`config.mk`:
```
export PLATFORM = sky130hd
export DESIGN_NAME = sgx_reset_request
export DESIGN_NICKNAME = d
export VERILOG_FILES = /design/src/rtl/sgx_reset_pkg.sv /design/src/rtl/sgx_sync_bit.sv /design/src/rtl/sgx_reset_request.sv
export SDC_FILE = /design/constraint.sdc
export NUM_CORES = 1
export LEC_CHECK = 0
export BUFFER_PORTS_ARGS = -buffer_cell sky130_fd_sc_hd__buf_2
export CAP_MARGIN = 0
export CORE_MARGIN = 10
export CORE_UTILIZATION = 30
export CTS_CLUSTER_DIAMETER = 200
export DETAILED_ROUTE_END_ITERATION = 10
export SETUP_SLACK_MARGIN = 0.5
export SLEW_MARGIN = 10
export SYNTH_ARGS = -nofsm -noshare
export SYNTH_HDL_FRONTEND = slang
export SYNTH_SLANG_ARGS = --single-unit
export TNS_END_PERCENT = 10
```
`constraint.sdc`:
```
create_clock -name clock -period 1.9 [get_ports clock]
set_input_delay 0.095 -clock clock [delete_from_list [all_inputs] [get_ports clock]]
set_output_delay 0.095 -clock clock [all_outputs]
set_load 0.005 [all_outputs]
```
`src/rtl/sgx_reset_pkg.sv`:
```
// sgx_reset_pkg: shared FSM state type and cause bit positions for sgx_reset_request.
package sgx_reset_pkg;
  typedef enum logic [1:0] {
    WAIT_LOCK = 2'd0,
    HOLD      = 2'd1,
    RUN       = 2'd2
  } state_t;
  localparam int CAUSE_LOCK   = 0;
  localparam int CAUSE_BUTTON = 1;
  localparam int CAUSE_SW     = 2;
  localparam int CAUSE_WDOG   = 3;
endpackage

```
`src/rtl/sgx_sync_bit.sv`:
```
// sgx_sync_bit: single-bit multi-flop synchronizer with a selectable reset value.
module sgx_sync_bit #(
  parameter int   DEPTH   = 2,
  parameter logic RST_VAL = 1'b0
) (
  input  logic clock,
  input  logic areset_n,
  input  logic d,
  output logic q
);
  logic [DEPTH-1:0] sr;
  always_ff @(posedge clock or negedge areset_n) begin
    if (!areset_n) sr <= {DEPTH{RST_VAL}};
    else sr <= (sr << 1) | DEPTH'(d);
  end
  assign q = sr[DEPTH-1];
endmodule

```
`src/rtl/sgx_reset_request.sv`:
```
// sgx_reset_request: sequences a system reset request from PLL lock, button, software and watchdog.
// Define SGX_RESET_WDOG_EN to build the watchdog; otherwise wdog_kick is ignored and cause[3] stays 0.
module sgx_reset_request
  import sgx_reset_pkg::*;
#(
  parameter int SYNC_STAGES   = 2,
  parameter int DEBOUNCE_BITS = 8,
  parameter int HOLD_BITS     = 8,
  parameter int WDOG_BITS     = 16
) (
  input  logic       clock,
  input  logic       areset_n,
  input  logic       pll_locked,
  input  logic       button_n,
  input  logic       sw_req,
  output logic       sw_ack,
  input  logic       wdog_kick,
  output logic       sys_reset,
  output logic [3:0] cause
);
  state_t state, state_nx;
  logic lock_s, btn_s, pressed, press, wdog_exp, run;
  logic [3:0] trig;
  logic [HOLD_BITS-1:0] hold_cnt;
  logic [DEBOUNCE_BITS-1:0] deb_cnt;

  sgx_sync_bit #(.DEPTH(SYNC_STAGES), .RST_VAL(1'b0)) u_lock_sync (
    .clock(clock), .areset_n(areset_n), .d(pll_locked), .q(lock_s)
  );
  sgx_sync_bit #(.DEPTH(SYNC_STAGES), .RST_VAL(1'b1)) u_btn_sync (
    .clock(clock), .areset_n(areset_n), .d(button_n), .q(btn_s)
  );

  assign run = state == RUN;
  // press is a single pulse on the first saturated cycle; pressed blocks refire until release
  assign press = !btn_s && &deb_cnt && !pressed;

`ifdef SGX_RESET_WDOG_EN
  logic [WDOG_BITS-1:0] wdog_cnt;
  assign wdog_exp = &wdog_cnt && !wdog_kick;
  always_ff @(posedge clock or negedge areset_n) begin
    if (!areset_n) wdog_cnt <= '0;
    else wdog_cnt <= (!run || wdog_kick) ? '0 : wdog_cnt + WDOG_BITS'(1);
  end
`else
  logic [WDOG_BITS-1:0] unused_wdog;
  assign unused_wdog = {WDOG_BITS{wdog_kick}};
  assign wdog_exp = 1'b0;
`endif

  always_comb begin
    trig = '0;
    trig[CAUSE_LOCK]   = !lock_s;
    trig[CAUSE_BUTTON] = press;
    trig[CAUSE_SW]     = sw_req;
    trig[CAUSE_WDOG]   = wdog_exp;
  end

  assign state_nx = (state == WAIT_LOCK) ? (lock_s ? HOLD : WAIT_LOCK) :
                    (state == HOLD)      ? (!lock_s ? WAIT_LOCK : &hold_cnt ? RUN : HOLD) :
                    (run && trig == 4'b0000) ? RUN : WAIT_LOCK;

  always_ff @(posedge clock or negedge areset_n) begin
    if (!areset_n) begin
      state     <= WAIT_LOCK;
      hold_cnt  <= '0;
      deb_cnt   <= '0;
      pressed   <= 1'b0;
      sys_reset <= 1'b1;
      sw_ack    <= 1'b0;
      cause     <= 4'b0000;
    end else begin
      state     <= state_nx;
      hold_cnt  <= (state == HOLD) ? hold_cnt + HOLD_BITS'(1) : '0;
      deb_cnt   <= btn_s ? '0 : &deb_cnt ? deb_cnt : deb_cnt + DEBOUNCE_BITS'(1);
      pressed   <= !btn_s && &deb_cnt;
      sys_reset <= state_nx != RUN;
      sw_ack    <= run && sw_req;
      if (run && |trig) cause <= trig;
    end
  end
endmodule
```
* Word level (Yosys, flattened, before mapping)
Index checks and enable logic that the tools add are counted.
** Storage, ports and cells
- Bits of input ports :: 6
- Word-level logic and storage cells :: 39
- Flip-flop bits (word level) :: 28
- Output and inout bits :: 6
** Operators by class
- Equality and inequality tests :: 4
- Bitwise gates (word level) :: 2
- $add $sub $neg :: 2
- Muxes and demuxes :: 9
- Reduce and logical (&&, ||, !) cells :: 13
** Operators by type and width (count)
- $mux W8 :: 3
- $add A8 B1 Y8 const B :: 2
- $reduce_and A8 Y1 :: 2
- $mux W2 :: 5
- $logic_and A1 B1 Y1 :: 5
- $logic_not A4 Y1 :: 1
- $or A2 B1 Y2 :: 2
- $logic_not A1 Y1 :: 3
- $reduce_or A3 Y1 :: 1
- $eq A2 B1 Y1 const B :: 1
- $eq A2 B2 Y1 const B :: 1
- $logic_not A2 Y1 :: 1
- $ne A2 B1 Y1 const B :: 1
- $ne A2 B2 Y1 const B :: 1
- $mux W1 :: 1

* Longest topological paths before layout
- Depth in word-level cells :: 9
- Depth in mapped cells :: 5
- Mapped depth without buffers :: 4

* By module
Synthesis repeated with hierarchy kept, for this count alone.
** Second synthesis, totals
- Cells, all modules :: 112
- Area, all modules :: 1219.9 sq um
** Modules (own cells, without submodules)
- sgx_reset_request :: cells each 108, area an instance 1117.3 sq um, instances 1, sequential area each 601.8 sq um
- sgx_sync_bit at u_btn_sync :: cells each 2, area an instance 52.6 sq um, instances 1, sequential area each 52.6 sq um
- sgx_sync_bit at u_lock_sync :: cells each 2, area an instance 50.0 sq um, instances 1, sequential area each 50.0 sq um

* Worst setup path after synthesis
Ideal clock, no wire load.
- Kind :: register to register
- Start :: reg deb_cnt[0]
- End :: reg deb_cnt[5]
- Arrival :: 1.526 ns
- Library setup time :: 0.125 ns
- Buffers on the path :: 1
- Slack :: 0.249 ns
- Clock period less this slack :: 1.651 ns
- Required time :: 1.775 ns
- Stages on the path, launching flop included :: 6
- Cell sequence :: dfrtp_1 -> ha_1 -> and3_1 -> clkbuf_1 -> a211oi_1 -> mux2_2
** On the way
- Word-level cells in the longest chain between the ends :: 3
- Elaborated cells between the ends (all ways) :: 5
- Classes of those cells :: 1 x add/sub; 1 x eq/ne; 2 x mux; 1 x reduce/logical
** Ends and longest elaborated chain
- from (decl) :: line sgx_reset_request.sv:25 : logic [DEBOUNCE_BITS-1:0] deb_cnt;
- from (signal assigned) :: line sgx_reset_request.sv:75 : deb_cnt <= btn_s ? '0 : &deb_cnt ? deb_cnt : deb_cnt + DEBOUNCE_BITS'(1);
- $add A8 B1 Y8 :: line sgx_reset_request.sv:75
- $mux W8 (2 in a row) :: line sgx_reset_request.sv:75
Parallel ways exist; a longest one is shown, timed or not. The select of a mux whose other input is x is not followed.
A chain may end at the register's enable or synchronous reset.

* Worst setup path in the final report
- Start :: reg deb_cnt[0]
- End :: reg cause[0]
** On the way
- Word-level cells in the longest chain between the ends :: 5
** Ends and longest elaborated chain
- $reduce_and A8 Y1 :: line sgx_reset_request.sv:36 : assign press = !btn_s && &deb_cnt && !pressed;
- $logic_and A1 B1 Y1 (2 in a row) :: line sgx_reset_request.sv:36
- $reduce_or A3 Y1 :: line sgx_reset_request.sv:79 : if (run && |trig) cause <= trig;
- $logic_and A1 B1 Y1 :: line sgx_reset_request.sv:79
- to (signal assigned) :: line sgx_reset_request.sv:79
- to (decl) :: line sgx_reset_request.sv:19 : output logic [3:0] cause
Every way passes these cells.

==> metrics.yaml <==
clock_tree:
  clkLatencyLatePin_ns: 0.27
  cts_tree: "done"
  clock-root-buffer: "clkbuf_8"
  cts-buffers-inserted: 3
  htree_levels: 1
  cts_buffer_depth: 2
  cts_sinks: 28
  clkTransAtPathRegs_ns: 0.09
yosys:
  yosysSeqAreaShare_pct: 57.74
  synth_enable_flop_cells: 0
  syn_inst: 112
  ys_ff_latch: 28
  synth_area_leader_cell: "dfrtp_1"
  synth_top_cell_area_share_pct: 51.28
  avgSynthCellArea_um2: 10.89
  synth-async-reset-ratio_pct: 100.0
  ys.warnings.count: 0
  synth_nets: 120
  synth.cell_area_mm2: 0.001220
  synth_cell_types: 35
  synthTopCellsByArea: "dfrtp_1 (51%), dfstp_2 (6.5%), nand3_1 (2.9%), o21ai_0 (2.9%), a21oi_1 (2.5%)"
  ys.flop_type: "dfrtp_1"
global_routing:
  grt_use_total_pct: 6.663
  grt_max_degree: 29
  gr-total-overflow: 0
  antenna_found_initial: 0
  grt_first_pass_wirelength_um: 3981
  grt_pass1_vias: 871
drt:
  drt_iter0_markers: 52
  postRouteAntennaNets: 0
  vias: 872
  first_pass_iters: 4
  remaining_drc_errors: 0
  wl_um: 2241
  wire_per_inst_um: 12.66
  via_per_inst: 4.927
worst_hold_path:
  min-delay-start: "sw_req"
  min_path_type: "in2reg"
timing:
  setup-tns-final_ns: 0
  hold_viol: 0
  setup_viol: 0
  fin_ws_ns: 0.3397
  tightest_slew_ns: 0.6152
  slew_headroom_pct: 58.99
  fin_crit_ns: 1.560
  fin_crit_sh_pct: 82.12
  maxSlewViolCount: 0
  clock_skew_ns: 0.005410
  fmax_mhz: 640.9
  rsz0062_at_grt: "yes"
finish:
  layout_common_cells: "dfrtp_1 (25), buf_2 (9), nor2_1 (8)"
  fillers: 403
  drive_above_1_share_pct: 21.26
  seq_area_um2: 704.4
  syn2layout_area_growth_pct: 17.85
  final_common_cell: "dfrtp_1"
  nets: 136
  n_antenna_cell: 0
  multi_input_area_um2: 503.0
floorplan:
  rows: 23
  core_area_mm2: 0.003971
  pin_count: 12
  initial_utilization_pct: 30.72
  fp.dieH_um: 83.77
  dieArea_mm2: 0.007017
  die_w_um: 83.77
place:
  numPortBuffers: 9
  hpwlAfterDp_um: 1539
  place_ws_ns: 0.2387
  finalWeightedCongestion: 0.7638
job:
  maxCapViolCount: 0
worst_setup_path:
  endpoint: "cause[0]"
  reg2regPathDepth: 4
  r2r_slack_ns: 0.34
  arrival_ns: 1.73
  crit_path_start: "deb_cnt[0]"
  r2r_end: "cause[0]"
  crit_required_ns: 2.07
  critPathCaptureType: "flop"
  crit_path_start_kind: "flop"
  crit-reg2reg-launch: "deb_cnt[0]"
  critPathKind: "reg2reg"
  cp_max_fo: 6
power_and_ir_drop:
  leakagePower_nw: 0.5987
  p_per_area_mw_per_mm2: 729.0
  ir_worst_vdd_v: 0.0002822
run_status:
  status: "finished clean"
[power by group]
group	leakage, nW	total [mW]	internal (mW)	switching, mW
Sequential	0.358	0.629	0.613	0.0157
Clock	0.0288	0.361	0.185	0.176
Combinational	0.212	0.0582	0.0266	0.0316
[kinds of logic (layout without fill, tap and decap cells)]
group | count (synthesis) | count (layout) | share of synthesized area [%]
flops | 28 | 28 | 57.74
mux | 3 | 3 | 2.667
other cells | 1 | 1 | 0.3074
simple gates | 42 | 42 | 19.18
compound gates | 25 | 25 | 13.13
fa+ha+maj | 2 | 2 | 2.051
buf+inv | 8 | 23 | 2.769
xor+xnor | 3 | 3 | 2.154
[timing repair]
item                                    in CTS  in global routing
hold buffers                                 3                  0
resized for setup                            1                  0
setup buffers                                2                  1
endpoints found under the hold margin       27                  0
endpoints found under the setup margin       7                  7
[sequential cells by signal, indices dropped and copies added (netlist names)]
register and cells:
cause 3, deb_cnt 8, hold_cnt 8, pressed 1
state 2, sw_ack 1, sys_reset 1, u_btn_sync.sr 2
u_lock_sync.sr 2
[critical path, stage by stage, from the launching register on]
cell and delay [ns]:
dfrtp_1 0.38, ha_2 0.22, nand3_2 0.13, or4_4 0.48
a31o_1 0.24
[cells in the mapped netlist (2+ instances only)]
| master | n |
|---|---|
| inv_1 | 4 |
| a31oi_1 | 3 |
| ha_1 | 2 |
| nand4_1 | 2 |
| nand2_1 | 4 |
| nor3_1 | 5 |
| nor2b_1 | 4 |
| nor2_1 | 8 |
| or3_1 | 3 |
| o21ai_0 | 7 |
| a21oi_1 | 6 |
| a211oi_1 | 2 |
| dfstp_2 | 3 |
| dfrtp_1 | 25 |
| mux2_2 | 2 |
| clkbuf_1 | 3 |
| nand2b_1 | 3 |
| xor2_1 | 2 |
| nand3_1 | 7 |
| a31o_1 | 2 |
[through the flow]
stage	area [um^2]	power (mW)	instances	hold WS, ns	util (%)
2_1_floorplan	1246	0.6625	112	-0.2006	-
3_3_place_gp	1325	0.6830	167	0.1374	33.36
3_5_place_dp	1325	0.6864	167	0.1490	33.36
4_1_cts	1430	1.062	176	0.08450	36.01
5_1_grt	1438	1.106	177	0.1054	36.20
6_report	1438	1.048	177	0.08955	36.20
[metal layers]
| metal | GRT usage (%) | vias to the layer above | part of all wire (%) |
|---|---|---|---|
| met2 | 11.36 | 9 | 51 |
| met1 | 7.705 | 427 | 46 |
| li1 | - | 434 | - |
| met3 | 1.953 | 2 | 3.3 |
| met4 | 2.283 | 0 | 0.54 |
| met5 | 0 | - | 0 |
[worst min-delay path by stage]
stage,end,slack [ns],cells past startpoint
after global routing,sw_ack,0.11,3
after floorplan,cause[0],-0.20,0
after CTS,sw_ack,0.08,3
after detailed placement,hold_cnt[6],0.15,1
after global placement,hold_cnt[6],0.14,1
final,sw_ack,0.09,3
[area by class of cell]
| cell class | instances | area share, % |
|---|---|---|
| inverters | 4 | 1.044 |
| multi-input cells | 76 | 34.99 |
| repair buffers | 15 | 6.789 |
| well taps | 50 | 4.352 |
| flip-flops and latches | 28 | 49.00 |
| clock buffers | 4 | 3.829 |
(Power assumes the default switching activity.)
